File: src/rtl/load_extract_unit.sv
// Load extract unit: issues an aligned doubleword read, then extracts and extends the addressed byte/half/word/dword.
// Optional feature macro MISALIGN_TRAP_EN: misaligned requests return resp_err without touching memory.
module load_extract_unit #(
    parameter int ADDR_W  = 64,
    parameter int TAG_W   = 5,
    parameter int TIMEOUT = 16
) (
    input  logic              clk,
    input  logic              reset,
    input  logic              req_valid,
    output logic              req_ready,
    input  logic [ADDR_W-1:0] req_addr,
    input  logic [1:0]        req_size,
    input  logic              req_signed,
    input  logic [TAG_W-1:0]  req_tag,
    output logic              mem_rd_en,
    output logic [ADDR_W-1:0] mem_addr,
    input  logic              mem_rd_valid,
    input  logic [63:0]       mem_rd_data,
    output logic              resp_valid,
    input  logic              resp_ready,
    output logic [63:0]       resp_data,
    output logic [TAG_W-1:0]  resp_tag,
    output logic              resp_err,
    output logic [1:0]        o_dbg_state
);

    // Handshakes: a transfer happens on a rising edge where valid && ready are both high;
    // valid never depends on ready, and a raised resp_valid holds its payload until taken.

    localparam int CNT_W = (TIMEOUT > 2) ? $clog2(TIMEOUT) : 1;

    typedef enum logic [1:0] {
        IDLE = 2'd0,
        REQ  = 2'd1,
        WAIT = 2'd2,
        RESP = 2'd3
    } state_t;

    state_t              r_state;
    logic                r_mem_rd_en;
    logic [ADDR_W-1:0]   r_mem_addr;
    logic                r_resp_valid;
    logic [63:0]         r_resp_data;
    logic [TAG_W-1:0]    r_resp_tag;
    logic                r_resp_err;
    logic [CNT_W-1:0]    r_cnt;
    logic [2:0]          r_off;
    logic [1:0]          r_size;
    logic                r_signed;
    logic [TAG_W-1:0]    r_req_tag;

    logic [2:0]          w_off;
    logic [63:0]         w_raw;
    logic [63:0]         w_ext;

    // Low address bits that must be zero for an access of the given size.
    function automatic logic [2:0] align_mask(input logic [1:0] size);
        case (size)
            2'b00:   return 3'b000;
            2'b01:   return 3'b001;
            2'b10:   return 3'b011;
            default: return 3'b111;
        endcase
    endfunction

`ifdef MISALIGN_TRAP_EN
    logic w_req_misaligned;
    assign w_req_misaligned = |(req_addr[2:0] & align_mask(req_size));
    assign w_off            = r_off;
`else
    // Without trapping, misaligned low bits are simply dropped so the access stays inside the doubleword.
    assign w_off = r_off & ~align_mask(r_size);
`endif

    always_comb begin
        w_raw = mem_rd_data >> {w_off, 3'b000};
        w_ext = w_raw;
        case (r_size)
            2'b00:   w_ext = {{56{r_signed & w_raw[7]}},  w_raw[7:0]};
            2'b01:   w_ext = {{48{r_signed & w_raw[15]}}, w_raw[15:0]};
            2'b10:   w_ext = {{32{r_signed & w_raw[31]}}, w_raw[31:0]};
            default: w_ext = w_raw;
        endcase
    end

    always_ff @(posedge clk) begin
        if (reset) begin
            r_state      <= IDLE;
            r_mem_rd_en  <= 1'b0;
            r_mem_addr   <= '0;
            r_resp_valid <= 1'b0;
            r_resp_data  <= '0;
            r_resp_tag   <= '0;
            r_resp_err   <= 1'b0;
            r_cnt        <= '0;
            r_off        <= '0;
            r_size       <= '0;
            r_signed     <= 1'b0;
            r_req_tag    <= '0;
        end else begin
            case (r_state)
                IDLE: begin
                    if (req_valid) begin
                        r_off     <= req_addr[2:0];
                        r_size    <= req_size;
                        r_signed  <= req_signed;
                        r_req_tag <= req_tag;
`ifdef MISALIGN_TRAP_EN
                        if (w_req_misaligned) begin
                            r_state      <= RESP;
                            r_resp_valid <= 1'b1;
                            r_resp_err   <= 1'b1;
                            r_resp_data  <= '0;
                            r_resp_tag   <= req_tag;
                        end else begin
                            r_state     <= REQ;
                            r_mem_rd_en <= 1'b1;
                            r_mem_addr  <= {req_addr[ADDR_W-1:3], 3'b000};
                        end
`else
                        r_state     <= REQ;
                        r_mem_rd_en <= 1'b1;
                        r_mem_addr  <= {req_addr[ADDR_W-1:3], 3'b000};
`endif
                    end
                end
                REQ: begin
                    r_mem_rd_en <= 1'b0;
                    r_cnt       <= '0;
                    r_state     <= WAIT;
                end
                WAIT: begin
                    if (mem_rd_valid) begin
                        r_state      <= RESP;
                        r_resp_valid <= 1'b1;
                        r_resp_err   <= 1'b0;
                        r_resp_data  <= w_ext;
                        r_resp_tag   <= r_req_tag;
                    end else if (r_cnt == CNT_W'(TIMEOUT - 1)) begin
                        r_state      <= RESP;
                        r_resp_valid <= 1'b1;
                        r_resp_err   <= 1'b1;
                        r_resp_data  <= '0;
                        r_resp_tag   <= r_req_tag;
                    end else begin
                        r_cnt <= r_cnt + 1'b1;
                    end
                end
                RESP: begin
                    if (resp_ready) begin
                        r_resp_valid <= 1'b0;
                        r_state      <= IDLE;
                    end
                end
                default: r_state <= IDLE;
            endcase
        end
    end

    assign req_ready   = (r_state == IDLE) && !reset;
    assign mem_rd_en   = r_mem_rd_en;
    assign mem_addr    = r_mem_addr;
    assign resp_valid  = r_resp_valid;
    assign resp_data   = r_resp_data;
    assign resp_tag    = r_resp_tag;
    assign resp_err    = r_resp_err;
    assign o_dbg_state = r_state;

endmodule

File: config.mk
export PLATFORM = sky130hd
export DESIGN_NAME = load_extract_unit
export DESIGN_NICKNAME = d
export VERILOG_FILES = /design/src/rtl/load_extract_unit.sv
export SDC_FILE = /design/constraint.sdc
export NUM_CORES = 1
export LEC_CHECK = 0
export CAP_MARGIN = 40
export CORE_UTILIZATION = 30
export DETAILED_ROUTE_END_ITERATION = 10
export PLACE_DENSITY = 0.62
export SYNTH_ARGS = -nofsm -noshare
export SYNTH_HDL_FRONTEND = slang
export SYNTH_SLANG_ARGS = --single-unit
export TNS_END_PERCENT = 1
File: constraint.sdc
create_clock -name clk -period 3.89 [get_ports clk]
set_input_delay 0.389 -clock clk [delete_from_list [all_inputs] [get_ports clk]]
set_output_delay 0.389 -clock clk [all_outputs]
set_load 0.01 [all_outputs]
==> summary.md <==
| Metric | Value |
|---|---|
| Antenna violations before repair | `0` |
| DR iter-0 viols | `530` |
| Part of the Yosys area used for sequential elements | `41.8%` |
| Adder-cell area share of the yosys netlist | `0.871%` |
| Hold Crit Start | `reset` |
| Root buffer cell | `clkbuf_16` |
| DP HPWL | `19.2 mm` |
| Xor/xnor cell area share of the yosys netlist | `0%` |
| Hold Crit Depth | `2` |
| Non-Filler Instances | `1,483` |
| Average routed wire per standard cell | `17.6 um` |
| Compound-Gate Fraction of Synth Area | `25.0%` |
| Clk_lat worst skew | `0.44 ns` |
| Hold worst-path end | `mem_addr[11]` |
| Synth area leaders | `dfxtp_1 42%, nand2_1 12%, a21oi_1 7.2%` |
| Hold/Removal Path Class | `in2reg` |
| Max-cap violation count | `0` |
| FF+latch count, synth | `150` |
| Row count | `56` |
| Crit path largest cell delay | `0.73 ns` |
| Post-CTS Resized | `0` |
| Period minus WS final | `2.74 ns` |
| Initial core utilization | `30.6%` |
| Vias post-DR | `7,524` |
| CTS tree | `yes` |
| Worst reg2reg startpoint | `r_off[0]` |
| Ports | `280` |
| Final nets | `1,296` |
| Placed insts | `1,450` |
| VDD IR max | `0.299 mV` |
| CP max FO | `16` |
| Part of the cycle the worst path needs | `70.4%` |
| Pwr dens | `470 nW/um2` |
| Number of synthesized flops with an enable pin | `0` |
| Max Slew Vio Count | `0` |
| Crit. End Element | `flip-flop` |
| Fin Setup TNS | `0 ns` |
| Crit Path Category | `reg2reg` |
| Via/cell ratio | `5.07` |
| Clock-pin slew of the registers on the worst-case setup and hold paths | `0.08 ns` |
| Top cell type's share of synthesized area | `41.8%` |
| Post-Syn Area per Cell | `7.89 um2` |
| CTS Hold Buffers Added | `0` |
| CTS Sinks | `150` |
| Leak pwr | `0.00392 uW` |
| Highest clock rate | `0.365 GHz` |
| Reg2reg setup slack | `1.15 ns` |
| Final Hold Fails | `0` |
| RSZ-0062 raised after global routing | `false` |
| Final Wtd Congestion | `0.880` |
| Final wirelength | `26.1 mm` |
| Dominant cell type by area after synthesis | `dfxtp_1` |
| Yosys cell types | `59` |
| Main synth FF type | `dfxtp_1` |
| Post-synthesis simple-gate area fraction | `19.9%` |
| # Post-CTS Setup Buffers | `0` |
| CTS max path bufs | `2` |
| Status | `finished clean` |
| Die width | `157 um` |
| Yosys warnings | `0` |
| Layout cell share with drive strength beyond 1 | `6.02%` |
| CP Data Arrival Time | `3.07 ns` |
| First-pass GRT wire length | `39.2 mm` |
| RR Endpoint | `resp_data[29]` |
| Worst-margin pin slew | `0.864 ns` |
| Slowest-stage cell, CP | `nor2b_1` |
| FILL cells | `2,317` |
| Max Clock Skew | `0.0117 ns` |
| H-Tree Level Count | `4` |
| DRC | `0` |
| Die Span Y | `157 um` |
| Worst R2R Path Depth | `6` |
| CP cell instances | `nor2b_1, o311ai_1, a221oi_2, or3b_4, o2111ai_4, a311oi_1` |
| Total gr overflow | `0` |
| Post-synthesis cell area | `7180 um2` |
| Max-Slew Margin vs Limit | `42.3%` |
| Mapped Cells | `910` |
| CP Launch Type | `flip-flop` |
| Multiplexer area fraction after synthesis | `7.37%` |
| TritonRoute pass-1 iters | `5` |
| Die area | `24,600 um2` |
| Crit path required time | `4.22 ns` |
| TritonCTS buffer count | `17` |
| Core Area | `23,500 um2` |
| Pin count of the biggest net entering global routing | `53` |
| Area Growth Syn to Fin | `50.5%` |
| Largest family of logic cells by synthesized area | `compound AO/OA/AOI/OAI gates` |
| Antenna Violating Nets Remaining | `0` |
| Gr usage total | `20.8%` |
| Final setup viols | `0` |
| Ys async rst share | `0%` |
| Port Buffers | `276` |
| Vias in the first global route | `6,870` |
| Layout Utilization | `46.0%` |
sequential cells by signal, summed over array words and instances, names as in the netlist, 2 cells and up:
signal	cells
mem_addr	61
o_dbg_state	2
r_cnt	4
r_off	3
r_req_tag	5
r_size	2
resp_data	64
resp_tag	5
logic make-up after synthesis:
kind of cell,Yosys count
muxes,49
buffers and inverters,83
AOI/OAI and AO/OA,280
other,1
adders and majority gates,5
DFF,150
and+or+nand+nor,342
area by class of cell:
type	count	area (um2)	area share [%]
antenna	1	2.50	0.0232
inverter	5	18.8	0.174
sequential	150	3000	27.8
clock inverter	15	179	1.66
timing repair buffer	297	2930	27.1
multi-input combinational	679	3850	35.6
tap	319	399	3.69
clock buffer	17	425	3.94
layer usage:
layer | up-vias | share of wire (%) | global-route usage, %
met5 | - | 0 | 0
met4 | 0 | 3.3 | 9.43
met3 | 53 | 6.9 | 5.46
met2 | 262 | 47 | 32.4
met1 | 3513 | 43 | 26.8
li1 | 3696 | - | -
critical path: cells and delay by family, from the launching register on:
kind	cells	cell delay, ns
compound gates	4	1.26
simple gates	2	0.94
flops	1	0.44
cell usage after synthesis, drive strengths merged, types with 15 or more instances:
library cell / count
nand2: 231
dfxtp: 150
a21oi: 104
clkbuf: 55
nor2: 50
mux2i: 45
a31oi: 44
o21ai: 31
o21a: 27
buf: 23
a211oi: 15
nand3: 15
cells in the final DEF, fill, tap and decap left out, drive strengths merged, types with 10 or more instances in the layout:
cell	instances
clkbuf	17
nand3	15
buf	22
nor2	50
a211oi	15
o21a	27
nor3	10
nand2	231
mux2i	45
a31oi	44
o21ai	31
clkdlybuf4s50	275
inv	13
dfxtp	150
nor2b	12
a21oi	104
how the worst max path moves through the flow:
stage,start,end,slack [ns],cells past startpoint
after floorplan,mem_rd_data[55],resp_data[23],1.89,7
after global placement,mem_rd_data[55],resp_data[30],1.23,7
after detailed placement,mem_rd_data[55],resp_data[29],1.17,7
after CTS,r_size[1],resp_data[29],1.18,7
after global routing,r_off[0],resp_data[30],0.99,6
final,r_off[0],resp_data[29],1.15,6
power breakdown:
| group | internal (uW) | switching (uW) | leakage, uW | total [uW] |
|---|---|---|---|---|
| sequential | 1690 | 107 | 0.00122 | 1800 |
| combinational | 723 | 866 | 0.00240 | 1590 |
| clock | 921 | 771 | 0.000297 | 1690 |
stage by stage:
| stage | instance area, um2 | setup WS, ns | power [uW] | hold WS (ns) |
|---|---|---|---|---|
| finish | 10800 | 1.15 | 5080 | 0.443 |
| global route | 10800 | 0.992 | 5350 | 0.449 |
| CTS | 10800 | 1.18 | 5120 | 0.436 |
| detailed placement | 10200 | 1.17 | 3420 | 0.447 |
| global placement | 10200 | 1.23 | 3390 | 0.440 |
| floorplan | 7190 | 1.89 | 2710 | 0.436 |
(Power assumes the default switching activity.)
